## src/rtl/alu_sequencer_if.sv

```systemverilog
// rtl/alu_sequencer_if.sv - request/result handshakes and ALU control bundle for alu_sequencer
// Purpose: carries the request handshake, the result handshake and the
// operand/control bus to the external 16-bit combinational ALU.
// Ports (signals):
//   in_valid/in_ready/in_op[2:0]/in_a[15:0]/in_b[15:0] : request handshake
//   out_valid/out_ready/out_result[15:0]/out_flags[3:0] : result handshake, flags {C,Z,N,V}
//   alu_a/alu_b[15:0], alu_ci/alu_nb/alu_ic/alu_zb      : ALU operands and controls
//   alu_out[15:0], alu_co                               : ALU sum and carry-out
// Modports: master = requester/consumer/ALU side, slave = the sequencer.
interface alu_sequencer_if;
    logic        in_valid;
    logic        in_ready;
    logic [2:0]  in_op;
    logic [15:0] in_a;
    logic [15:0] in_b;
    logic        out_valid;
    logic        out_ready;
    logic [15:0] out_result;
    logic [3:0]  out_flags;
    logic [15:0] alu_a;
    logic [15:0] alu_b;
    logic        alu_ci;
    logic        alu_nb;
    logic        alu_ic;
    logic        alu_zb;
    logic [15:0] alu_out;
    logic        alu_co;

    modport master (
        output in_valid, in_op, in_a, in_b, out_ready, alu_out, alu_co,
        input  in_ready, out_valid, out_result, out_flags,
               alu_a, alu_b, alu_ci, alu_nb, alu_ic, alu_zb
    );

    modport slave (
        input  in_valid, in_op, in_a, in_b, out_ready, alu_out, alu_co,
        output in_ready, out_valid, out_result, out_flags,
               alu_a, alu_b, alu_ci, alu_nb, alu_ic, alu_zb
    );
endinterface

```

## src/rtl/alu_sequencer.sv

```systemverilog
// rtl/alu_sequencer.sv - operand issue and result capture stage around a 16-bit ALU
// Purpose: accepts one opcode plus operands, drives the external ALU, and
// registers the result and a persistent {C,Z,N,V} flag set. Opcode 7 is a
// 16-iteration shift-add multiply when ALU_SEQ_MUL_EN is defined, otherwise
// a one-cycle pass-through of operand a.
// Ports:
//   clk : clock, rising edge
//   rst : asynchronous active-high reset
//   bus : alu_sequencer_if.slave (request, result and ALU buses)
// Build option: ALU_SEQ_MUL_EN enables the multiply state, counter and shifters.
module alu_sequencer (
    input logic            clk,
    input logic            rst,
    alu_sequencer_if.slave bus
);
    typedef enum logic [1:0] {S_IDLE, S_EXEC, S_MUL, S_DONE} state_t;

    localparam logic [2:0] OP_ADD = 3'd0;
    localparam logic [2:0] OP_ADC = 3'd1;
    localparam logic [2:0] OP_SUB = 3'd2;
    localparam logic [2:0] OP_SBB = 3'd3;
    localparam logic [2:0] OP_INC = 3'd4;
    localparam logic [2:0] OP_DEC = 3'd5;
    localparam logic [2:0] OP_XOR = 3'd6;
    localparam logic [2:0] OP_MUL = 3'd7;

    state_t      r_state;
    state_t      w_state_next;
    logic [2:0]  r_op;
    logic [15:0] r_a;
    logic [15:0] r_b;
    logic [15:0] r_result;
    logic [3:0]  r_flags;

    logic [15:0] w_alu_a;
    logic [15:0] w_alu_b;
    logic        w_ci;
    logic        w_nb;
    logic        w_ic;
    logic        w_zb;
    logic        w_accept;
    logic        w_arith;
    logic        w_y15;
    logic        w_v;
    logic        w_z;
    logic [3:0]  w_exec_flags;

`ifdef ALU_SEQ_MUL_EN
    // r_a doubles as the shifting multiplicand and r_b as the shifting multiplier.
    logic [3:0]  r_cnt;
    logic [15:0] r_acc;
`endif

    assign w_accept = bus.in_valid && (r_state == S_IDLE);

    always_ff @(posedge clk or posedge rst) begin
        if (rst) begin
            r_state <= S_IDLE;
        end else begin
            r_state <= w_state_next;
        end
    end

    always_comb begin
        w_state_next = r_state;
        w_alu_a      = 16'h0000;
        w_alu_b      = 16'h0000;
        w_ci         = 1'b0;
        w_nb         = 1'b0;
        w_ic         = 1'b0;
        w_zb         = 1'b0;
        case (r_state)
            S_IDLE: begin
                if (bus.in_valid) begin
`ifdef ALU_SEQ_MUL_EN
                    w_state_next = (bus.in_op == OP_MUL) ? S_MUL : S_EXEC;
`else
                    w_state_next = S_EXEC;
`endif
                end
            end
            S_EXEC: begin
                w_state_next = S_DONE;
                w_alu_a      = r_a;
                w_alu_b      = r_b;
                case (r_op)
                    OP_ADD: ;
                    OP_ADC: w_ci = r_flags[3];
                    OP_SUB: begin w_ci = 1'b1; w_nb = 1'b1; end
                    OP_SBB: begin w_ci = r_flags[3]; w_nb = 1'b1; end
                    OP_INC: begin w_ci = 1'b1; w_zb = 1'b1; end
                    OP_DEC: begin w_nb = 1'b1; w_zb = 1'b1; end
                    OP_XOR: w_ic = 1'b1;
                    default: begin w_ic = 1'b1; w_zb = 1'b1; end  // pass-through of a
                endcase
            end
            S_MUL: begin
`ifdef ALU_SEQ_MUL_EN
                w_alu_a = r_acc;
                w_alu_b = r_a;
                // Multiplier bit clear: pass acc through unchanged (a ^ 0).
                if (!r_b[0]) begin
                    w_ic = 1'b1;
                    w_zb = 1'b1;
                end
                if (r_cnt == 4'd15) begin
                    w_state_next = S_DONE;
                end
`else
                w_state_next = S_IDLE;
`endif
            end
            S_DONE: begin
                if (bus.out_ready) begin
                    w_state_next = S_IDLE;
                end
            end
            default: w_state_next = S_IDLE;
        endcase
    end

    // Overflow uses the effective b sign after zeroing/inversion, so it covers
    // SUB/SBB/DEC with the same expression as ADD.
    assign w_y15        = (r_b[15] & ~w_zb) ^ w_nb;
    assign w_v          = (r_a[15] == w_y15) && (bus.alu_out[15] != r_a[15]);
    assign w_arith      = (r_op <= OP_DEC);
    assign w_z          = (bus.alu_out == 16'h0000);
    assign w_exec_flags = {w_arith & bus.alu_co, w_z, bus.alu_out[15], w_arith & w_v};

    always_ff @(posedge clk or posedge rst) begin
        if (rst) begin
            r_op     <= 3'd0;
            r_a      <= 16'h0000;
            r_b      <= 16'h0000;
            r_result <= 16'h0000;
            r_flags  <= 4'h0;
`ifdef ALU_SEQ_MUL_EN
            r_cnt    <= 4'd0;
            r_acc    <= 16'h0000;
`endif
        end else begin
            case (r_state)
                S_IDLE: begin
                    if (w_accept) begin
                        r_op <= bus.in_op;
                        r_a  <= bus.in_a;
                        r_b  <= bus.in_b;
`ifdef ALU_SEQ_MUL_EN
                        r_cnt <= 4'd0;
                        r_acc <= 16'h0000;
`endif
                    end
                end
                S_EXEC: begin
                    r_result <= bus.alu_out;
                    r_flags  <= w_exec_flags;
                end
`ifdef ALU_SEQ_MUL_EN
                S_MUL: begin
                    r_acc <= bus.alu_out;
                    r_a   <= {r_a[14:0], 1'b0};
                    r_b   <= {1'b0, r_b[15:1]};
                    r_cnt <= r_cnt + 4'd1;
                    if (r_cnt == 4'd15) begin
                        r_result <= bus.alu_out;
                        r_flags  <= {1'b0, w_z, bus.alu_out[15], 1'b0};
                    end
                end
`endif
                default: ;
            endcase
        end
    end

    assign bus.in_ready   = (r_state == S_IDLE);
    assign bus.out_valid  = (r_state == S_DONE);
    assign bus.out_result = r_result;
    assign bus.out_flags  = r_flags;
    assign bus.alu_a      = w_alu_a;
    assign bus.alu_b      = w_alu_b;
    assign bus.alu_ci     = w_ci;
    assign bus.alu_nb     = w_nb;
    assign bus.alu_ic     = w_ic;
    assign bus.alu_zb     = w_zb;
endmodule
```

## src/flat_wrapper.sv

```systemverilog
// flat-port wrapper written by rule: the top's interface ports become plain ports
module alu_sequencer_flat 
  (clk, rst, bus_in_valid, bus_in_op, bus_in_a, bus_in_b, bus_out_ready, bus_alu_out, bus_alu_co, bus_in_ready, bus_out_valid, bus_out_result, bus_out_flags, bus_alu_a, bus_alu_b, bus_alu_ci, bus_alu_nb, bus_alu_ic, bus_alu_zb);
  alu_sequencer_if bus_i ();
  input logic clk;
  input logic rst;
  input wire logic [$bits(bus_i.in_valid)-1:0] bus_in_valid;
  input wire logic [$bits(bus_i.in_op)-1:0] bus_in_op;
  input wire logic [$bits(bus_i.in_a)-1:0] bus_in_a;
  input wire logic [$bits(bus_i.in_b)-1:0] bus_in_b;
  input wire logic [$bits(bus_i.out_ready)-1:0] bus_out_ready;
  input wire logic [$bits(bus_i.alu_out)-1:0] bus_alu_out;
  input wire logic [$bits(bus_i.alu_co)-1:0] bus_alu_co;
  output wire logic [$bits(bus_i.in_ready)-1:0] bus_in_ready;
  output wire logic [$bits(bus_i.out_valid)-1:0] bus_out_valid;
  output wire logic [$bits(bus_i.out_result)-1:0] bus_out_result;
  output wire logic [$bits(bus_i.out_flags)-1:0] bus_out_flags;
  output wire logic [$bits(bus_i.alu_a)-1:0] bus_alu_a;
  output wire logic [$bits(bus_i.alu_b)-1:0] bus_alu_b;
  output wire logic [$bits(bus_i.alu_ci)-1:0] bus_alu_ci;
  output wire logic [$bits(bus_i.alu_nb)-1:0] bus_alu_nb;
  output wire logic [$bits(bus_i.alu_ic)-1:0] bus_alu_ic;
  output wire logic [$bits(bus_i.alu_zb)-1:0] bus_alu_zb;
  assign bus_i.in_valid = bus_in_valid;
  assign bus_i.in_op = bus_in_op;
  assign bus_i.in_a = bus_in_a;
  assign bus_i.in_b = bus_in_b;
  assign bus_i.out_ready = bus_out_ready;
  assign bus_i.alu_out = bus_alu_out;
  assign bus_i.alu_co = bus_alu_co;
  assign bus_in_ready = bus_i.in_ready;
  assign bus_out_valid = bus_i.out_valid;
  assign bus_out_result = bus_i.out_result;
  assign bus_out_flags = bus_i.out_flags;
  assign bus_alu_a = bus_i.alu_a;
  assign bus_alu_b = bus_i.alu_b;
  assign bus_alu_ci = bus_i.alu_ci;
  assign bus_alu_nb = bus_i.alu_nb;
  assign bus_alu_ic = bus_i.alu_ic;
  assign bus_alu_zb = bus_i.alu_zb;
  alu_sequencer u_core (.clk(clk), .rst(rst), .bus(bus_i));
endmodule
```

## config.mk

```make
export PLATFORM = sky130hd
export DESIGN_NAME = alu_sequencer_flat
export DESIGN_NICKNAME = d
export VERILOG_FILES = /design/src/rtl/alu_sequencer_if.sv /design/src/rtl/alu_sequencer.sv /design/src/flat_wrapper.sv
export SDC_FILE = /design/constraint.sdc
export NUM_CORES = 1
export LEC_CHECK = 0
export ABC_AREA = 1
export CORE_UTILIZATION = 44
export DETAILED_ROUTE_END_ITERATION = 8
export PLACE_DENSITY = 0.92
export RECOVER_POWER = 50
export SLEW_MARGIN = 40
export SYNTH_ARGS = -nofsm -noshare
export SYNTH_HDL_FRONTEND = slang
export SYNTH_SLANG_ARGS = --single-unit
```

## constraint.sdc

```tcl
create_clock -name clk -period 2.7 [get_ports clk]
set_input_delay 0.405 -clock clk [delete_from_list [all_inputs] [get_ports clk]]
set_output_delay 0.405 -clock clk [all_outputs]
set_load 0.02 [all_outputs]
```

==> impl_metrics.tcl <==
set metrics [dict create \
    outcome "completed" \
    vias_per_cell 4.729 \
    syn-cell-area_sq_um 2476 \
    fin_crit_ns 2.482 \
    synth.area.mux_share 0 \
    die_h_microns 77.02 \
    routed-via-count 2284 \
    drc 0 \
    worst_case_headroom_to_the_max_slew_limit 0.1141 \
    compound_gate_fraction_of_synth_area 0.1046 \
    clkLatencyLatePin_ns 0.30 \
    report.final.slew_viol_count 0 \
    clock-sinks 56 \
    critPathCaptureType "output pin" \
    drt_pass1_iterations 7 \
    setup.worst_path.class "reg2out" \
    worst_clock_skew_ns 0.003570 \
    number_of_antenna_violations_at_the_first_check_in_global_routing 0 \
    netlist_instances 303 \
    crit_fanout 11 \
    tritoncts "done" \
    timing.critical_path.cells "inv_1, nor2_4, buf_4, nand2_1, a311oi_2, clkdlybuf4s50_1" \
    syn2layout_area_growth_pct 52.35 \
    post_route_cells_drive_above_1_share 0.04358 \
    core_sq_um 5270 \
    synth-async-reset-ratio 1.000 \
    power_density_nw_per_um2 1228 \
    synth_cell_type_count 21 \
    setup_viol 0 \
    synth_xor_xnor_area_share 0 \
    die_area_sq_um 5931 \
    io_buffers 113 \
    synth.largest_area_cell "sky130_fd_sc_hd__dfrtp_1" \
    critical-path-max-stage-delay_ns 0.64 \
    detailed_route_wire_length_mm 5.855 \
    groute.usage.overall 0.2039 \
    grt_start_max_net_pins 57 \
    cts_inserted_buffers 5 \
    synth_edf_count 0 \
    gpl.final_weighted_congestion 0.7657 \
    critPathRequiredTime_ns 2.30 \
    detail-route-antenna-nets 0 \
    timing.hold.ws_ns 0.4784 \
    drv_cap 0 \
    final.setup.tns_ns 0 \
    clk_path_buf_depth 2 \
    finalHoldViolCount 0 \
    signal_arrival_time_at_the_worst_endpoint_ns 2.08 \
    irDropWorstVdd_v 0.0006384 \
    nFillCells 419 \
    detail_route.wirelength.met1_mm 2.532 \
    maximum_clock_frequency_mhz 402.9 \
    routed_wire_length_per_instance_microns 12.12 \
    clock_tree.htree_level_count 2 \
    critical_path.startpoint_type "flop" \
    synthesis_stage_register_bit_count 56 \
    critical_path.slowest_cell "sky130_fd_sc_hd__clkdlybuf4s50_1" \
    yosysMostFrequentCell "sky130_fd_sc_hd__nor2_1" \
    clk_pin_slew_worst_paths_ns 0.09 \
    placement_rows 26 \
    cts_resized 0 \
    timing.critical_path.max_delay_family "buffers and inverters" \
    grt_pass1_wl_mm 9.680 \
    synth-seq-area-share 0.5659 \
    design.final.nets 468 \
    highest_layer "met4" \
    globalRouteOverflowTotal 0 \
    die_w_microns 77.02 \
    synth.avg_cell_area_sq_um 8.172 \
    io-pin-count 114 \
    antenna-diode-count 0 \
    worstHoldPathType "reg2reg" \
    grt_setup_unrepaired "false" \
    netlist_top_cells_count "sky130_fd_sc_hd__nor2_1, sky130_fd_sc_hd__dfrtp_1, sky130_fd_sc_hd__inv_1" \
    detailedRoute.firstIterationViolations 138 \
    worst_pin_slew_ns 1.329 \
    cts_hold_repair.buffers 0 \
    yosys-top-cells-area "sky130_fd_sc_hd__dfrtp_1, sky130_fd_sc_hd__nor2_1, sky130_fd_sc_hd__inv_1, sky130_fd_sc_hd__a21oi_1, sky130_fd_sc_hd__nand2_1" \
    wl_met2_mm 2.825 \
    synthFlopType "sky130_fd_sc_hd__dfrtp_1" \
    leakage_power_summed_over_all_cells_nw 1.877 \
    synthDominantCellAreaShare 0.5659 \
    clk_root_buffer_cell "sky130_fd_sc_hd__clkbuf_8" \
    yosys.area_share.adder 0 \
    dp.final_hpwl_mm 4.229 \
    largest_family_of_logic_cells_by_synthesized_area "simple AND/OR/NAND/NOR gates" \
    start_util 0.4698 \
    routed-wl-met3_microns 471 \
    critical_path.n_buffers_inverters 3 \
    synth_fp_nets 359 \
    layout_worst_path_cycle_share 0.9193 \
    synth.yosys.warnings 0 \
    synth_simple_gate_area_share 0.2183 \
    cts_setup_buffers 0 \
    first_global_vias 2089 \
]
[final cells by class]
| cell class | instances | area [sq um] | share of cell area |
|---|---|---|---|
| Clock buffer | 7 | 96.34 | 0.02554 |
| Sequential cell | 56 | 1401 | 0.3715 |
| Clock inverter | 1 | 30.03 | 0.007960 |
| Timing Repair Buffer | 117 | 1171 | 0.3104 |
| Tap cell | 70 | 87.58 | 0.02322 |
| Multi-Input combinational cell | 181 | 794.5 | 0.2106 |
| Inverter | 51 | 191.4 | 0.05075 |
[report_power, final]
part | total, W | switching, W | internal (W)
sequential | 0.00139 | 0.000174 | 0.00122
clock | 0.000588 | 0.000260 | 0.000328
combinational | 0.00265 | 0.00149 | 0.00116
total | 0.00463 | 0.00193 | 0.00271
[cell usage in the layout, fill, tap and decap left out]
cell type                         count
sky130_fd_sc_hd__nand2_4              1
sky130_fd_sc_hd__bufinv_16            1
sky130_fd_sc_hd__clkbuf_2             1
sky130_fd_sc_hd__clkbuf_8             7
sky130_fd_sc_hd__nor2_1              70
sky130_fd_sc_hd__inv_2                1
sky130_fd_sc_hd__dlygate4sd3_1        1
sky130_fd_sc_hd__nand2_1             47
sky130_fd_sc_hd__nor2_4               1
sky130_fd_sc_hd__nand4_1              3
sky130_fd_sc_hd__buf_12               1
sky130_fd_sc_hd__clkdlybuf4s50_1    112
sky130_fd_sc_hd__a21oi_1             36
sky130_fd_sc_hd__inv_1               49
sky130_fd_sc_hd__buf_4                2
sky130_fd_sc_hd__o21ai_0             11
sky130_fd_sc_hd__nor4_1               2
sky130_fd_sc_hd__nor3_1               1
sky130_fd_sc_hd__a311oi_2             1
sky130_fd_sc_hd__nand3_1              5
sky130_fd_sc_hd__dfrtp_1             56
sky130_fd_sc_hd__a22o_1               1
sky130_fd_sc_hd__nand2_2              1
sky130_fd_sc_hd__or2_2                1
sky130_fd_sc_hd__clkinv_1             1
[cell families (layout without fill, tap and decap cells)]
logic type             count (synthesis)  count (layout)
buffers and inverters                 66             176
flip-flops                            56              56
AO/OA/AOI/OAI                         49              49
AND/OR/NAND/NOR                      132             132
[worst register-to-register path: cells and delay by family (launching register included)]
family | cells | cell delay [ns]
buffers and inverters | 1 | 0.48
flip-flops | 1 | 0.46
AO/OA/AOI/OAI | 1 | 0.14
AND/OR/NAND/NOR | 3 | 0.91
[flip-flops by register name, summed over array words and instances, names as in the netlist]
name                   flops
u_core.bus.out_flags       4
u_core.bus.out_result     15
u_core.r_a                16
u_core.r_b                16
u_core.r_op                3
u_core.r_state             2
[per-stage QoR]
stage | instances | utilization | power (W) | setup WS, ns | cell area [sq um]
after detailed placement | 475 | 0.6956 | 0.004085 | 0.5420 | 3666
after global routing | 483 | 0.7158 | 0.004971 | 0.04755 | 3772
after global placement | 475 | 0.6956 | 0.004005 | 0.5827 | 3666
after CTS | 483 | 0.7196 | 0.004685 | 0.1924 | 3792
final | 483 | 0.7158 | 0.004633 | 0.2179 | 3772
after floorplan | 303 | - | 0.002924 | 0.9237 | 2476
[worst paths after layout]
kind / start / slack, ns / endpoint / depth (start not counted)
worst max-delay path: u_core.r_state[0] / 0.22 / bus_alu_ci / 6
worst min-delay path: u_core.bus.out_result[13] / 0.48 / u_core.bus.out_result[13] / 2
worst max register to register: u_core.r_state[1] / 0.64 / u_core.r_b[8] / 5
worst min register to register: u_core.bus.out_result[13] / 0.48 / u_core.bus.out_result[13] / 2
max in group asynchronous: rst / 0.93 / u_core.r_a[1] / 3
min in group asynchronous: rst / 0.99 / u_core.bus.out_flags[2] / 3
[layer usage]
metal / vias to the layer above / track usage
li1: 1134 / -
met1: 1043 / 0.2531
met2: 103 / 0.3527
met3: 4 / 0.06071
met4: 0 / 0.03962
met5: - / 0
Note: power is estimated with default switching activity, not from simulation.
